==> src/rtl/dcache_tag_ctrl_if.sv <==
// Request/response handshake bundle between the cache controller and the tag SRAM port controller.
interface dcache_tag_ctrl_if #(
  parameter int DATA_WIDTH = 24,
  parameter int ADDR_WIDTH = 4
) ();
  logic                  req_valid;
  logic                  req_ready;
  logic                  req_we;
  logic [ADDR_WIDTH-1:0] req_addr;
  logic [DATA_WIDTH-1:0] req_wdata;
  logic                  resp_valid;
  logic                  resp_ready;
  logic [DATA_WIDTH-1:0] resp_rdata;

  modport master (
    output req_valid, req_we, req_addr, req_wdata, resp_ready,
    input  req_ready, resp_valid, resp_rdata
  );

  modport slave (
    input  req_valid, req_we, req_addr, req_wdata, resp_ready,
    output req_ready, resp_valid, resp_rdata
  );
endinterface

==> src/rtl/dcache_tag_ctrl.sv <==
// Port controller for the single-port dcache tag SRAM: request/response handshake plus post-reset clear sweep.
// Define DCACHE_TAG_CTRL_INIT_EN to enable the clearing sweep; otherwise RUN is entered right after reset.
module dcache_tag_ctrl #(
  parameter int DATA_WIDTH = 24,
  parameter int ADDR_WIDTH = 4
) (
  input  logic                  clk,
  input  logic                  rst,
  dcache_tag_ctrl_if.slave      bus,
  output logic                  init_done_o,
  output logic                  sram_csb0_o,
  output logic                  sram_web0_o,
  output logic [ADDR_WIDTH-1:0] sram_addr0_o,
  output logic [DATA_WIDTH-1:0] sram_din0_o,
  input  logic [DATA_WIDTH-1:0] sram_dout0_i
);

  localparam int RAM_DEPTH = 1 << ADDR_WIDTH;
  localparam logic [ADDR_WIDTH:0] LAST_IDX = (ADDR_WIDTH+1)'(RAM_DEPTH - 1);

  typedef enum logic {
    ST_INIT,
    ST_RUN
  } state_e;

  state_e                state_q, state_d;
  logic [ADDR_WIDTH:0]   idx_q, idx_d;
  logic                  resp_valid_q, resp_valid_d;
  logic                  req_ready;
  logic                  accept;

  always_ff @(posedge clk) begin
    if (rst) begin
      state_q      <= ST_INIT;
      idx_q        <= '0;
      resp_valid_q <= 1'b0;
    end else begin
      state_q      <= state_d;
      idx_q        <= idx_d;
      resp_valid_q <= resp_valid_d;
    end
  end

  always_comb begin
    state_d      = state_q;
    idx_d        = idx_q;
    resp_valid_d = resp_valid_q;
    req_ready    = 1'b0;
    accept       = 1'b0;
    init_done_o  = 1'b0;
    sram_csb0_o  = 1'b1;
    sram_web0_o  = 1'b1;
    sram_addr0_o = '0;
    sram_din0_o  = '0;

    // rst gates every strobe combinationally so nothing reaches the SRAM while held
    if (!rst) begin
      case (state_q)
        ST_INIT: begin
`ifdef DCACHE_TAG_CTRL_INIT_EN
          sram_csb0_o  = 1'b0;
          sram_web0_o  = 1'b0;
          sram_addr0_o = idx_q[ADDR_WIDTH-1:0];
          sram_din0_o  = '0;
          idx_d        = idx_q + 1'b1;
          if (idx_q == LAST_IDX) begin
            state_d = ST_RUN;
          end
`else
          state_d = ST_RUN;
`endif
        end

        ST_RUN: begin
          init_done_o = 1'b1;
          req_ready   = !(resp_valid_q && !bus.resp_ready);
          accept      = bus.req_valid && req_ready;
          if (accept) begin
            sram_csb0_o  = 1'b0;
            sram_web0_o  = !bus.req_we;
            sram_addr0_o = bus.req_addr;
            sram_din0_o  = bus.req_wdata;
          end
          // a new read overrides a completing one, so resp_valid stays high
          if (accept && !bus.req_we) begin
            resp_valid_d = 1'b1;
          end else if (resp_valid_q && bus.resp_ready) begin
            resp_valid_d = 1'b0;
          end
        end

        default: state_d = ST_INIT;
      endcase
    end
  end

  // dout is held by the macro while csb0 is high, so a stalled response stays stable
  assign bus.req_ready  = req_ready;
  assign bus.resp_valid = resp_valid_q;
  assign bus.resp_rdata = sram_dout0_i;

endmodule

==> src/flat_wrapper.sv <==
// flat-port wrapper written by rule: the top's interface ports become plain ports
module dcache_tag_ctrl_flat 
#(
  parameter int DATA_WIDTH = 24,
  parameter int ADDR_WIDTH = 4
)
  (clk, rst, init_done_o, sram_csb0_o, sram_web0_o, sram_addr0_o, sram_din0_o, sram_dout0_i, bus_req_valid, bus_req_we, bus_req_addr, bus_req_wdata, bus_resp_ready, bus_req_ready, bus_resp_valid, bus_resp_rdata);
  dcache_tag_ctrl_if #(.DATA_WIDTH(DATA_WIDTH), .ADDR_WIDTH(ADDR_WIDTH)) bus_i ();
  input  logic clk;
  input  logic rst;
  output logic init_done_o;
  output logic sram_csb0_o;
  output logic sram_web0_o;
  output logic [ADDR_WIDTH-1:0] sram_addr0_o;
  output logic [DATA_WIDTH-1:0] sram_din0_o;
  input  logic [DATA_WIDTH-1:0] sram_dout0_i;
  input wire logic [$bits(bus_i.req_valid)-1:0] bus_req_valid;
  input wire logic [$bits(bus_i.req_we)-1:0] bus_req_we;
  input wire logic [$bits(bus_i.req_addr)-1:0] bus_req_addr;
  input wire logic [$bits(bus_i.req_wdata)-1:0] bus_req_wdata;
  input wire logic [$bits(bus_i.resp_ready)-1:0] bus_resp_ready;
  output wire logic [$bits(bus_i.req_ready)-1:0] bus_req_ready;
  output wire logic [$bits(bus_i.resp_valid)-1:0] bus_resp_valid;
  output wire logic [$bits(bus_i.resp_rdata)-1:0] bus_resp_rdata;
  assign bus_i.req_valid = bus_req_valid;
  assign bus_i.req_we = bus_req_we;
  assign bus_i.req_addr = bus_req_addr;
  assign bus_i.req_wdata = bus_req_wdata;
  assign bus_i.resp_ready = bus_resp_ready;
  assign bus_req_ready = bus_i.req_ready;
  assign bus_resp_valid = bus_i.resp_valid;
  assign bus_resp_rdata = bus_i.resp_rdata;
  dcache_tag_ctrl #(.DATA_WIDTH(DATA_WIDTH), .ADDR_WIDTH(ADDR_WIDTH)) u_core (.clk(clk), .rst(rst), .bus(bus_i), .init_done_o(init_done_o), .sram_csb0_o(sram_csb0_o), .sram_web0_o(sram_web0_o), .sram_addr0_o(sram_addr0_o), .sram_din0_o(sram_din0_o), .sram_dout0_i(sram_dout0_i));
endmodule
==> config.mk <==
export PLATFORM = sky130hd
export DESIGN_NAME = dcache_tag_ctrl_flat
export DESIGN_NICKNAME = d
export VERILOG_FILES = /design/src/rtl/dcache_tag_ctrl_if.sv /design/src/rtl/dcache_tag_ctrl.sv /design/src/flat_wrapper.sv
export SDC_FILE = /design/constraint.sdc
export NUM_CORES = 1
export LEC_CHECK = 0
export CORE_MARGIN = 4
export CORE_UTILIZATION = 18
export DETAILED_ROUTE_END_ITERATION = 12
export PLACE_DENSITY_LB_ADDON = 0.12
export RECOVER_POWER = 50
export SYNTH_ARGS = -nofsm -noshare
export SYNTH_HDL_FRONTEND = slang
export SYNTH_SLANG_ARGS = --single-unit
==> constraint.sdc <==
create_clock -name clk -period 1.5 [get_ports clk]
set_input_delay 0.3 -clock clk [delete_from_list [all_inputs] [get_ports clk]]
set_output_delay 0.3 -clock clk [all_outputs]
set_load 0.005 [all_outputs]
Word-level counts from Yosys, hierarchy flattened
Index checks and enable logic that the tools add are counted.
{"block": "classes", "n_mux": 19, "n_reduce_logical": 9}
{"op": "24-bit 2-to-1 mux", "count": 3}
{"op": "1-bit 2-to-1 mux", "count": 13}
{"op": "4-bit 2-to-1 mux", "count": 3}
{"op": "1-bit logical AND", "count": 4}
{"op": "1-bit zero test", "count": 3}
{"op": "2-bit AND reduction", "count": 1}
{"op": "2-bit nonzero test", "count": 1}
{"block": "word_totals", "output_inout_bits": 57, "reg_bits": 2, "inputBits": 57, "wordCells": 30}

Depth between registers and ports, before layout
{"block": "depth", "depth_word": 7, "depth_mapped": 3, "ltp_nobuf": 2}

Worst setup path after synthesis
No wires, ideal clock.
{"block": "synth_timing", "path_kind": "reg-to-output", "start": "register u_core.state_q", "end": "output port sram_web0_o", "path_stages_with_launch": 4, "n_path_buf": 1, "arrival_ns": 0.952, "required_ns": 1.200, "slack_ns": 0.248, "cell_sequence": "dfxtp_1 -> nand3b_4 -> buf_6 -> or3b_1"}
{"block": "synth_via", "elab_chain_len": 2}
{"item": "start, declared", "line": "dcache_tag_ctrl.sv:26", "rtl": "state_e state_q, state_d;"}
{"item": "start signal, assigned", "line": "dcache_tag_ctrl.sv:38", "rtl": "state_q <= state_d;"}
{"item": "1-bit 2-to-1 mux", "line": "dcache_tag_ctrl.sv:58", "rtl": "case (state_q)"}
{"item": "1-bit 2-to-1 mux", "line": "dcache_tag_ctrl.sv:57", "rtl": "if (!rst) begin"}
{"item": "end, declared", "line": "flat_wrapper.sv:13", "rtl": "output logic sram_web0_o;"}
No other way between the ends.

Worst setup path in the final report
{"block": "layout_timing", "start": "register u_core.resp_valid_q, in the netlist u_core.bus.resp_valid", "end": "output port sram_din0_o[8]"}
{"block": "layout_via", "elab_chain_len": 6}
{"item": "start, declared", "line": "dcache_tag_ctrl.sv:28", "rtl": "logic resp_valid_q, resp_valid_d;"}
{"item": "start signal, assigned", "line": "dcache_tag_ctrl.sv:40", "rtl": "resp_valid_q <= resp_valid_d;"}
{"item": "1-bit logical AND", "line": "dcache_tag_ctrl.sv:76", "rtl": "req_ready = !(resp_valid_q && !bus.resp_ready);"}
{"item": "1-bit zero test", "line": "dcache_tag_ctrl.sv:76"}
{"item": "1-bit logical AND", "line": "dcache_tag_ctrl.sv:77", "rtl": "accept = bus.req_valid && req_ready;"}
{"item": "24-bit 2-to-1 mux", "line": "dcache_tag_ctrl.sv:78", "rtl": "if (accept) begin"}
{"item": "24-bit 2-to-1 mux", "line": "dcache_tag_ctrl.sv:58"}
{"item": "24-bit 2-to-1 mux", "line": "dcache_tag_ctrl.sv:57"}
{"item": "end, declared", "line": "flat_wrapper.sv:15", "rtl": "output logic [DATA_WIDTH-1:0] sram_din0_o;"}
No other way between the ends.

==> metrics.md <==
| Metric | Value |
|---|---|
| Run status | complete, but fails checks |
| Failing checks | negative setup slack |
| Nets@finish | 180 |
| Slew margin rel. | 0.885 |
| XOR/XNOR share of the synthesized area | 0 |
| Initial antenna violation count | 0 |
| Vias per std cell | 4.46 |
| Skew-Pair Late Insertion Delay | 0.22 ns |
| Die Area | 3960 sq um |
| FP Rows | 19 |
| Clk slew on worst S/H paths | 0.03 ns |
| Cell accounting for the most synthesized area | nor3b_1 |
| Core Box Area | 2830 sq um |
| Tmin final | 1.53 ns |
| Comb power frac | 0.557 |
| Synthesized area | 543 sq um |
| Flop pwr share | 0.150 |
| Final RePlAce weighted congestion | 0.622 |
| Setup WS post-layout | -0.0263 ns |
| Post-synth EDFFs | 0 |
| Main flop type after synthesis | dfxtp_1 |
| Final setup viols | 8 |
| Largest family of logic cells by synthesized area | simple AND/OR/NAND/NOR gates |
| DPL Wire Length | 1600 microns |
| YS warnings | 0 |
| Num CTS Buffers | 3 |
| Ant. Diodes | 0 |
| Slew Limit Fails | 0 |
| Die W | 62.9 microns |
| Pwr/cell area | 318 nW/um^2 |
| CP endpoint kind | output port |
| Synth Area in Compound Gates | 0.0276 |
| Skew final | 0.00514 ns |
| Fraction of layout cells with a size suffix above 1 | 0.661 |
| Non-filler cells, final | 152 |
| Cells after Synth | 70 |
| Top cells by count, synth | 28 x nor3b_1, 24 x buf_4, 3 x clkbuf_1, 3 x nor2b_1 |
| Syn Area/Cell | 7.76 sq um |
| Total Routed Length | 2240 microns |
| Adder-Cell Fraction of Synth Area | 0 |
| Crit Path Class | reg2out |
| Die H | 62.9 microns |
| Clock Tree Buf Depth | 2 |
| # clock sinks | 2 |
| Net Count, Synth | 127 |
| Final period utilization | 1.02 |
| Initial Utilization | 0.192 |
| Max_cap viols | 0 |
| Synth Register Bits | 2 |
| Pleak | 0.000546 uW |
| Top-area cell type share of the netlist area | 0.387 |
| CP Data Arrival Time | 1.23 ns |
| Post-route ant nets | 0 |
| Area grow syn2layout | 128% |
| NetSw | 95.7 uW |
| Clock share of power | 0.294 |
| Pin count of the biggest net entering global routing | 17 |
| Most frequent cell after synthesis | nor3b_1 |
| Htree depth | 1 |
| Number of global-route vias before repair | 739 |
| Top post-synthesis cells by area | nor3b_1 39%, buf_4 33%, dfxtp_1 7.4% |
| Post-Layout Inst Area | 1240 sq um |
| Pre-Repair DR Iteration Count | 2 |
| Initial drt markers | 14 |
| Placed Cells | 144 |
| Maximum VDD drop | 381 uV |
| HP Class | in2reg |
| Clock root buffer | clkbuf_4 |
| Num ports | 114 |
| Max Fclk | 655 MHz |
| Sw Ratio | 0.242 |
| Simple-gate share of the synthesized area | 0.500 |
| Port bufs | 65 |
| CP Max Fanout | 7 |
| Post-synth ARST share | 0 |
| Unrepaired setup endpoints after global routing | true |
| First-pass GRT wire length | 3640 microns |
| DRC violations left | 0 |
| Yosys cell types | 14 |
| Required @ worst endpoint | 1.20 ns |
| Placed inst area | 1130 sq um |
| Routed length per instance | 14.7 microns |
| Slew at the pin closest to its max-slew limit | 0.173 ns |
| TritonCTS clock tree | done |
| Hold Buf Count CTS | 0 |
| Seq/Total Area, Yosys | 0.0737 |
| CP Launch Type | flip-flop |
| Count of final hold-check violations | 0 |
| Tot GR Track Use | 0.110 |
| Via count | 678 |
| Internal | 299 uW |
| Total grt overflow | 0 |
| Multiplexer area fraction after synthesis | 0 |
flip-flops by register name, summed over array words and instances (netlist names):
| register | count |
|---|---|
| u_core.bus.resp_valid | 1 |
| u_core.state_q | 1 |
cell type report:
class / instances / area [sq um]
flip-flops and latches: 2 / 42.5
multi-input cells: 37 / 452
well taps: 31 / 38.8
repair buffers: 78 / 681
fillers: 293 / 1590
inverters: 1 / 3.75
clock buffers: 3 / 22.5
worst paths after layout:
kind | to | from | slack [ns] | depth (start not counted)
hold reg to reg | u_core.bus.resp_valid | u_core.state_q | 0.65 | 3
hold / removal | u_core.state_q | rst | 0.47 | 3
setup / recovery | sram_din0_o[8] | u_core.bus.resp_valid | -0.03 | 5
setup reg to reg | u_core.bus.resp_valid | u_core.state_q | 0.63 | 3
cell usage in the layout (no fill, tap or decap), types with 2 or more instances in the layout:
cell type,Yosys,layout
clkdlybuf4s50_1,0,29
buf_2,2,29
nor3b_2,0,26
clkdlybuf4s15_1,0,5
buf_12,0,5
buf_4,24,4
clkbuf_4,0,3
nor3b_4,0,2
buf_6,1,2
buf_8,0,2
dfxtp_2,0,2
power by group through the flow:
stage	Sequential (uW)	Clock, uW	Combinational (uW)
floorplan	59.4	0	102
global placement	59.0	0	209
detailed placement	58.9	0	209
CTS	59.0	123	234
global route	59.3	131	237
finish	59.1	116	220
routing by layer:
layer  vias to the layer above  routed length, microns  share of wire  track usage
met5                         -                       0              0            0
met4                         0                      32          0.014       0.0496
met3                        10                     304           0.14       0.0504
met2                        42                    1100           0.49        0.195
met1                       312                     795           0.36        0.108
li1                        314                       -              -            -
metrics by stage:
stage / power [uW] / utilization / hold slack, ns / setup TNS [ns] / setup WS [ns]
after floorplan: 161 / - / 0.357 / 0 / 0.248
after global placement: 268 / 0.400 / 0.600 / -19.56 / -0.642
after detailed placement: 268 / 0.400 / 0.600 / -19.84 / -0.664
after CTS: 416 / 0.456 / 0.444 / -1.48 / -0.0953
after global routing: 427 / 0.438 / 0.496 / -1.57 / -0.0836
final: 395 / 0.438 / 0.465 / -0.0983 / -0.0263
critical path: stages (launching register included):
cell	delay, ns
dfxtp_2	0.31
nor2b_4	0.14
buf_12	0.14
buf_12	0.13
nor3b_2	0.15
buf_2	0.14
logic make-up (layout without fill, tap and decap cells):
group | count (synthesis) | count (layout)
AOI/OAI and AO/OA | 2 | 2
buffers and inverters | 31 | 82
DFF | 2 | 2
and+or+nand+nor | 35 | 35
repair_timing:
item,4_1_cts,5_1_grt
resized for setup,168,6
setup buffers,6,0
setup endpoints to repair,32,30
pin swaps,5,13
gates cloned,2,0
(Power assumes the default switching activity.)
